**config.mk**
```make
export PLATFORM = sky130hd
export DESIGN_NAME = hilo_unit
export DESIGN_NICKNAME = d
export VERILOG_FILES = /design/src/rtl/hilo_unit.sv
export SDC_FILE = /design/constraint.sdc
export NUM_CORES = 1
export LEC_CHECK = 0
export CAP_MARGIN = 20
export CELL_PAD_IN_SITES_DETAIL_PLACEMENT = 1
export CELL_PAD_IN_SITES_GLOBAL_PLACEMENT = 1
export CORE_MARGIN = 3
export CORE_UTILIZATION = 37
export DETAILED_ROUTE_END_ITERATION = 10
export PLACE_DENSITY = 0.83
export REMOVE_ABC_BUFFERS = 1
export SYNTH_ARGS = -nofsm -noshare
export SYNTH_HDL_FRONTEND = slang
export SYNTH_SLANG_ARGS = --single-unit
```
**constraint.sdc**
```tcl
create_clock -name clk -period 4.6 [get_ports clk]
set_input_delay 0.69 -clock clk [delete_from_list [all_inputs] [get_ports clk]]
set_output_delay 0.69 -clock clk [all_outputs]
set_load 0.05 [all_outputs]
```
**src/rtl/hilo_unit.sv**
```systemverilog
// HI/LO register unit: MTHI/MTLO, serial shift-add multiplier, and
// sequencing of an external divider through a start/done handshake.
module hilo_unit (
    input  logic        clk,
    input  logic        rst_n,
    input  logic        op_valid,
    input  logic [2:0]  op,
    input  logic [31:0] rs_val,
    input  logic [31:0] rt_val,
    output logic        busy,
    output logic [31:0] hi,
    output logic [31:0] lo,
    output logic        div_start,
    output logic [31:0] div_a,
    output logic [31:0] div_b,
    output logic        div_sign,
    input  logic [31:0] div_q,
    input  logic [31:0] div_r,
    input  logic        div_done
);

    localparam logic [1:0] S_IDLE      = 2'd0;
    localparam logic [1:0] S_MUL       = 2'd1;
    localparam logic [1:0] S_DIV_START = 2'd2;
    localparam logic [1:0] S_DIV_WAIT  = 2'd3;

    localparam logic [2:0] OP_MULT  = 3'b001;
    localparam logic [2:0] OP_MULTU = 3'b010;
    localparam logic [2:0] OP_DIV   = 3'b011;
    localparam logic [2:0] OP_DIVU  = 3'b100;
    localparam logic [2:0] OP_MTHI  = 3'b101;
    localparam logic [2:0] OP_MTLO  = 3'b110;

    logic [1:0]  state_q, state_d;
    logic [31:0] hi_q, hi_d;
    logic [31:0] lo_q, lo_d;
    logic [31:0] div_a_q, div_a_d;
    logic [31:0] div_b_q, div_b_d;
    logic        div_sign_q, div_sign_d;
    logic [63:0] mcand_q, mcand_d;
    logic [31:0] mplier_q, mplier_d;
    logic [63:0] acc_q, acc_d;
    logic        neg_q, neg_d;
    logic [5:0]  cnt_q, cnt_d;

    logic        mul_signed;
    logic [31:0] rs_mag;
    logic [31:0] rt_mag;
    logic [63:0] mul_sum;
    logic [63:0] prod;

    always_comb begin
        mul_signed = (op == OP_MULT);
        rs_mag = (mul_signed && rs_val[31]) ? (32'd0 - rs_val) : rs_val;
        rt_mag = (mul_signed && rt_val[31]) ? (32'd0 - rt_val) : rt_val;
        mul_sum = acc_q + (mplier_q[0] ? mcand_q : 64'd0);
        prod = neg_q ? (64'd0 - mul_sum) : mul_sum;

        state_d    = state_q;
        hi_d       = hi_q;
        lo_d       = lo_q;
        div_a_d    = div_a_q;
        div_b_d    = div_b_q;
        div_sign_d = div_sign_q;
        mcand_d    = mcand_q;
        mplier_d   = mplier_q;
        acc_d      = acc_q;
        neg_d      = neg_q;
        cnt_d      = cnt_q;

        unique case (state_q)
            S_IDLE: begin
                if (op_valid) begin
                    case (op)
                        OP_MTHI: hi_d = rs_val;
                        OP_MTLO: lo_d = rs_val;
                        OP_MULT, OP_MULTU: begin
                            mcand_d  = {32'd0, rs_mag};
                            mplier_d = rt_mag;
                            acc_d    = 64'd0;
                            cnt_d    = 6'd0;
                            neg_d    = mul_signed & (rs_val[31] ^ rt_val[31]);
                            state_d  = S_MUL;
                        end
                        OP_DIV, OP_DIVU: begin
                            // Divide by zero never reaches the divider.
                            if (rt_val == 32'd0) begin
                                hi_d = rs_val;
                                lo_d = 32'hFFFF_FFFF;
                            end else begin
                                div_a_d    = rs_val;
                                div_b_d    = rt_val;
                                div_sign_d = (op == OP_DIV);
                                state_d    = S_DIV_START;
                            end
                        end
                        default: ;
                    endcase
                end
            end
            S_MUL: begin
                acc_d    = mul_sum;
                mcand_d  = mcand_q << 1;
                mplier_d = mplier_q >> 1;
                cnt_d    = cnt_q + 6'd1;
                if (cnt_q == 6'd31) begin
                    hi_d    = prod[63:32];
                    lo_d    = prod[31:0];
                    state_d = S_IDLE;
                end
            end
            S_DIV_START: state_d = S_DIV_WAIT;
            S_DIV_WAIT: begin
                if (div_done) begin
                    hi_d    = div_r;
                    lo_d    = div_q;
                    state_d = S_IDLE;
                end
            end
        endcase
    end

    always_ff @(posedge clk) begin
        if (!rst_n) begin
            state_q    <= S_IDLE;
            hi_q       <= 32'd0;
            lo_q       <= 32'd0;
            div_a_q    <= 32'd0;
            div_b_q    <= 32'd0;
            div_sign_q <= 1'b0;
            mcand_q    <= 64'd0;
            mplier_q   <= 32'd0;
            acc_q      <= 64'd0;
            neg_q      <= 1'b0;
            cnt_q      <= 6'd0;
        end else begin
            state_q    <= state_d;
            hi_q       <= hi_d;
            lo_q       <= lo_d;
            div_a_q    <= div_a_d;
            div_b_q    <= div_b_d;
            div_sign_q <= div_sign_d;
            mcand_q    <= mcand_d;
            mplier_q   <= mplier_d;
            acc_q      <= acc_d;
            neg_q      <= neg_d;
            cnt_q      <= cnt_d;
        end
    end

    assign busy      = (state_q != S_IDLE);
    assign div_start = (state_q == S_DIV_START);
    assign hi        = hi_q;
    assign lo        = lo_q;
    assign div_a     = div_a_q;
    assign div_b     = div_b_q;
    assign div_sign  = div_sign_q;

endmodule

```
==> Yosys cells after proc, flatten, opt, wreduce, memory -nomap -nowiden <==
Cells that the tools add are included.
{ "word_totals": {"ff_bits": 298, "out_inout_bits": 131} }
{ "classes": {"add_sub_neg": 5, "n_eq_ne": 19, "n_mux": 34, "n_bitwise": 3, "reduce_logical": 15} }
{ "ops": {"columns": ["operator", "n"], "rows": [
  ["$mux W32", 12],
  ["$mux W64", 6],
  ["$pmux W64 S2", 2],
  ["$pmux W32 S2", 3],
  ["$pmux W32 S3", 2],
  ["$add A64 B64 Y64", 1],
  ["$sub A1 B32 Y32 const A", 2],
  ["$sub A1 B64 Y64 const A", 1],
  ["$logic_not A32 Y1", 1],
  ["$mux W6", 2],
  ["$pmux W6 S2", 1],
  ["$reduce_and A6 Y1", 2],
  ["$eq A3 B3 Y1 const B", 3],
  ["$ne A3 B1 Y1 const B", 3],
  ["$mux W2", 4],
  ["$pmux W2 S4", 1],
  ["$add A6 B1 Y6 const B", 1],
  ["$eq A3 B2 Y1 const B", 2],
  ["$eq A6 B5 Y1 const B", 1],
  ["$ne A2 B2 Y1 const B", 3],
  ["$ne A3 B3 Y1 const B", 2],
  ["$reduce_and A3 Y1", 2],
  ["$reduce_and A5 Y1", 1],
  ["$eq A2 B2 Y1 const B", 2],
  ["13 further kinds", 16]
]} }

==> Logic depth before layout (Yosys ltp) <==
{ "logic_depth": {"ltp_word": 6, "depth_mapped": 19, "depth_no_buf": 14} }

==> Worst setup path after synthesis <==
Ideal clock, no wire load.
{ "synth_path": {"path_type": "register to register", "startpoint": "register mplier_q[0]", "endpoint": "register hi_q[30] (netlist: hi[30])", "arrival_ns": 4.622, "path_slack_ns": -0.140, "path_stages_with_launch": 18, "cell_sequence": "dfxtp_1 > clkbuf_1 > clkbuf_1 > and2_1 > ha_1 > fa_1 > a211oi_2 > nor3_2 > o2111ai_2 > nand3_1 > xor2_1 > a2111oi_2 > or4b_4 > or3_1 > clkbuf_1 > nor4b_2 > nand4bb_1 > a32o_1"} }
{ "synth_via": {"elab_chain_cells": 6} }
{ "synth_lines": {"columns": ["element", "line", "rtl"], "rows": [
  ["start: declaration", "41", "logic [31:0] mplier_q, mplier_d;"],
  ["start signal: assignment", "144", "mplier_q <= mplier_d;"],
  ["$mux W64 (*)", "56", "mul_sum = acc_q + (mplier_q[0] ? mcand_q : 64'd0);"],
  ["$add A64 B64 Y64 (*)", "56", null],
  ["$sub A1 B64 Y64", "57", "prod = neg_q ? (64'd0 - mul_sum) : mul_sum;"],
  ["$mux W64 (*)", "57", null],
  ["$mux W32 (*)", "106", "if (cnt_q == 6'd31) begin"],
  ["$pmux W32 S3 (*)", "71", "unique case (state_q)"],
  ["end signal: assignment", "138", "hi_q <= hi_d;"],
  ["end: declaration", "35", "logic [31:0] hi_q, hi_d;"]
]} }
Every way passes the cells marked *; elsewhere a longest branch is shown, timed or not. The select of a mux whose other input is x is not followed.
A chain may end at the register's enable or synchronous reset.

==> Worst setup path in the final report <==
{ "layout_path": {"startpoint": "register mplier_q[0]", "endpoint": "register hi_q[16] (netlist: hi[16])"} }
The elaborated chain is that of the path after synthesis.

==> flow_summary.json <==
{
  "status": "complete, but fails checks",
  "violations": "setup timing",
  "end_kind": "flop",
  "tritoncts": "yes",
  "ys.warnings.count": 0,
  "critPathArrivalTime_ps": 5360,
  "critPathLaunch": "mplier_q[0]",
  "synthTopCellsByArea": "dfxtp_1, nand2_1, a21oi_1",
  "crit-reg2reg-launch": "mplier_q[0]",
  "final_cell_mix": "nand2_1, buf_4, a21oi_1, dfxtp_1, clkdlybuf4s50_1",
  "ant_nets": 0,
  "fmax_ghz": 0.205,
  "place_ws_ps": -555,
  "initial_core_util_pct": 37.8,
  "path_class": "reg -> reg",
  "grt_pass1_wl_mm": 162,
  "seq_area_mm2": 0.00597,
  "io_pins": 266,
  "gp_congestion": 1.01,
  "yosysTopAreaCell": "dfxtp_1",
  "ff2ff_path_depth": 20,
  "cpMaxStageDelayCell": "dfxtp_4",
  "tightestPinTransition_ps": 1120,
  "viasPerCell": 6.37,
  "maxCapViolCount": 0,
  "core_mm2": 0.0545,
  "ys.flop_type": "dfxtp_1",
  "ir_drop_uv": 283,
  "power.density_mw_per_mm2": 266,
  "numPortBuffers": 265,
  "vias": 26678,
  "grt_max_degree": 178,
  "drive_gt1_share_pct": 21.8,
  "dp_cells": 4077,
  "critical-path-top-delay-family": "compound AO/OA/AOI/OAI gates",
  "synth.distinct_cells": 104,
  "ctsHtreeMaxLevel": 2,
  "fin_area_mm2": 0.0295,
  "synthCells": 2856,
  "fin_util_pct": 54.3,
  "syn_avg_cell_area_um2": 7.20,
  "synth_edf_count": 0,
  "nFillCells": 6669,
  "clkTransAtPathRegs_ps": 70,
  "path_common_cell": "buf_4",
  "worst-path-stages": 20,
  "clkLatencyLatePin_ps": 580,
  "critPathLaunchType": "flop",
  "numCtsBuffers": 38,
  "synth_seq_cells": 298,
  "async_flop_share_pct": 0,
  "nets": 3618,
  "multiInputGateArea_mm2": 0.0148,
  "setup_viol": 30,
  "grt_pass1_vias": 26607,
  "slew_headroom_pct": 25.1,
  "instances_no_fill": 4185,
  "syn_area_mm2": 0.0206,
  "hold_viol": 0,
  "drv_slew": 0,
  "p_leak_nw": 11.2,
  "worstHoldPathType": "reg -> reg",
  "synth.top_cell.area_share_pct": 29.0,
  "final.period_utilization_pct": 106,
  "dpl.hpwl_mm": 79.4,
  "post_drt_wl_per_cell_um": 27.1,
  "root_buffer": "clkbuf_16",
  "slowest_delay_ps": 450,
  "fp.dieH_um": 242,
  "rsz0062_at_grt": "yes",
  "drtIter0Drc": 3126,
  "layout_setup_ws_ps": -285,
  "layout_min_cycle_time_ps": 4890,
  "cp_max_fo": 18,
  "die_area_mm2": 0.0585,
  "drc": 0,
  "cts_sinks": 298,
  "clockBufferDepth": 3,
  "crit_required_ps": 5070,
  "r2r_slack_ps": -290,
  "grt_usage_pct": 34.8,
  "reg2reg_to": "hi[16]",
  "drt-pass1-iter-count": 8,
  "crit_chain": "buf_12, buf_6, and2_1, ha_1, buf_4, a21oi_1, o21ai_0, buf_4, a21oi_1, o21ai_0, buf_4, a31oi_1, buf_4, xor2_1, nand3_1, or2_4, buf_6, o41ai_4, xnor2_1, a311oi_1",
  "num_rows": 85,
  "finClkSkew_ps": 20.7,
  "crit_buf_inv": 7,
  "grt-ovfl-total": 0,
  "wl_mm": 114,
  "mostFrequentLayoutCell": "nand2_1",
  "area_delta_synth_final_pct": 43.6,
  "die_w_um": 242,
  "yosysSeqAreaShare_pct": 29.0,
  "antenna_found_initial": 8,
  "cp-endpoint": "hi[16]",
  "postPlaceCellArea_mm2": 0.0267
}
-- layout make-up --
| class | instances | area share [%] |
|---|---|---|
| flip-flops and latches | 298 | 20.2 |
| well taps | 739 | 3.13 |
| diodes | 2 | 0.0169 |
| multi-input cells | 2303 | 50.2 |
| clock buffers | 56 | 3.72 |
| repair buffers | 738 | 21.7 |
| clock inverters | 13 | 0.580 |
| inverters | 36 | 0.483 |
-- worst min path at each step --
stage | startpoint | to | slack, ps | cells past startpoint
detailed placement | div_b[11] | div_b[11] | 450 | 2
CTS | div_b[11] | div_b[11] | 460 | 2
global placement | div_b[0] | div_b[0] | 440 | 2
floorplan | acc_q[45] | acc_q[45] | 440 | 2
finish | div_b[11] | div_b[11] | 450 | 2
global route | lo[11] | lo[11] | 480 | 2
-- state kept, by name, summed over array words and instances, names as in the netlist, 2 cells and up --
name      count
acc_q        64
cnt_q         6
div_a        32
div_b        32
hi           32
lo           32
mcand_q      64
mplier_q     32
state_q       2
-- through the flow --
| stage | setup TNS (ps) | power [mW] | hold slack, ps |
|---|---|---|---|
| finish | -2600 | 7.86 | 452 |
| global route | -6460 | 8.07 | 476 |
| CTS | -32.9 | 7.76 | 456 |
| detailed placement | -10230 | 4.67 | 448 |
| global placement | -8220 | 4.62 | 442 |
| floorplan | -706570 | 3.80 | 436 |
-- report_power, final --
group / leakage, nW / switching [mW] / internal (mW) / total, mW
registers: 2.42 / 0.127 / 2.72 / 2.84
logic: 8.15 / 1.28 / 0.636 / 1.92
clock network: 0.615 / 1.31 / 1.79 / 3.10
-- metal layers --
layer	GRT usage [%]	up-vias	part of all wire (%)
met5	0	-	0.077
met4	14.5	14	5.9
met3	8.37	456	10
met2	56.8	1604	45
met1	44.1	13129	38
li1	-	11475	-
-- repair_timing --
action,CTS,global route
pin swaps,20,58
gates resized for setup,81,158
gates cloned,1,3
setup endpoints to repair,40,41
hold buffers,0,0
buffers inserted,8,24
-- logic make-up after synthesis --
group                      count (synthesis)  share of synthesized area, %
xor gates and xnor gates                 139                          5.92
and+or+nand+nor                         1211                          27.6
buffers and inverters                    255                          4.88
AOI/OAI and AO/OA                        852                          26.8
adders and majority gates                 68                          4.17
DFF                                      298                          29.0
muxes                                     33                          1.64
-- worst register-to-register path: cells and delay by family (launching register included) --
kind                       cells  cell delay, ps
AOI/OAI and AO/OA              7            1690
buffers and inverters          7            1240
adders and majority gates      1             270
and+or+nand+nor                3             650
DFF                            1             450
xor gates and xnor gates       2             500
-- cells in the mapped netlist, drive strengths merged (26+ instances only) --
| cell | instances |
|---|---|
| nand3 | 153 |
| or3 | 35 |
| nand4 | 44 |
| o21ai | 136 |
| a21oi | 321 |
| mux2i | 27 |
| ha | 67 |
| dfxtp | 298 |
| and2 | 81 |
| o31ai | 30 |
| inv | 33 |
| xnor2 | 74 |
| xor2 | 65 |
| a31oi | 73 |
| nor4 | 26 |
| buf | 46 |
| a211oi | 45 |
| nand2 | 453 |
| clkbuf | 172 |
| o211ai | 28 |
| nor3 | 61 |
| nor2 | 270 |
Power figures use the tool's default switching activity.
==> RTL edit: new RTL, config.mk and constraints unchanged <==
Put a register stage on the outputs `busy` and `div_start`, without a reset. The values now appear one clock later. The other outputs are not delayed to match.
--- a/src/rtl/hilo_unit.sv
+++ b/src/rtl/hilo_unit.sv
@@ -150,4 +150,6 @@
 
-    assign busy      = (state_q != S_IDLE);
-    assign div_start = (state_q == S_DIV_START);
+    always_ff @(posedge clk) begin
+        busy      <= (state_q != S_IDLE);
+        div_start <= (state_q == S_DIV_START);
+    end
     assign hi        = hi_q;
Behaviour: not the same (Yosys sat finds a counterexample within 4 cycles, from zero or initial values and one cycle with rst_n low).
==> RTL edit against the unedited design <==
- the flow still finishes with violations (negative setup slack)
- maximum frequency is 1.2% higher
- total power is 1.9% lower
- cell area fell by 1.8%
- count of clock-buffer cells in the layout fell by 3
- clock power up 8.1%
- critical path depth fell by 3
- worst setup slack improved by 0.060 ns
- area after synthesis down 0.89%
- sequential cell count grew 2
- core utilization fell by 0.64 points
- wire length fell by 6.2%
- largest cell class unchanged
==> RTL edit: results <==
[run_status]
status = finished, violations left
violations = negative setup slack

[cells_and_area]
seq_area_sq_um = 6010
final_cells = 4125
fillers = 6586

[drt]
wl_um = 107000
wl_met2_um = 50500
route.met3.wl_um = 7300
firstDrtPassIters = 7

[timing]
skew_ns = 0.0251
fin_ws_ns = -0.225
hold_slack_ns = 0.456
setup_violations = 21

[critical_path]
timing.rr.end = lo[25]

[logic_synthesis]
synth_cells = 2827
synth_commonest_cells = nand2_1 (447), a21oi_1 (335), dfxtp_1 (300), nor2_1 (272), clkbuf_1 (179)

[pwr]
power.leakage_nw = 11.2
vdd_ir_drop_max_uv = 296
power_frac_clock = 0.435

[global_route]
grt_pass1_vias = 26700
met1_usage = 0.408
use_met3 = 0.0671
grt_antenna_before_repair = 6

[place]
place_area_sq_um = 26700
place_inst = 4036

[clock_tree]
numCtsBuffers = 39

[min_path]
hold_path_startpoint = div_b[5]

[die]
die-area_sq_um = 58000
## RTL edit: cell count changes in the layout (fill, tap and decap cells not counted), moves of 11 or more
cell      unedited run  this run
a21oi_1            296       320
buf_4              447       468
nand3_1            148       135
a21o_1              15        26
a221oi_1             8        19
buf_6               17         6
ha_1                42        53
o21bai_1            13         2
## RTL edit: critical path, stage by stage, from the launching register on
cell	delay, ns
dfxtp_4	0.39
buf_12	0.16
and2_4	0.15
ha_4	0.27
o211ai_1	0.11
buf_4	0.19
buf_4	0.15
o211ai_1	0.23
buf_4	0.16
a221o_1	0.31
and4_4	0.27
or3b_4	0.40
or4b_4	0.50
or4b_4	0.52
o41a_1	0.38
xnor2_2	0.16
mux2i_1	0.09
a311oi_1	0.27
## RTL edit: repair_timing
| item | in CTS | in global routing |
|---|---|---|
| gates resized for setup | 71 | 96 |
| setup endpoints to repair | 41 | 44 |
| buffers inserted | 11 | 7 |
| pin swaps | 24 | 24 |
| gates cloned | 1 | 0 |
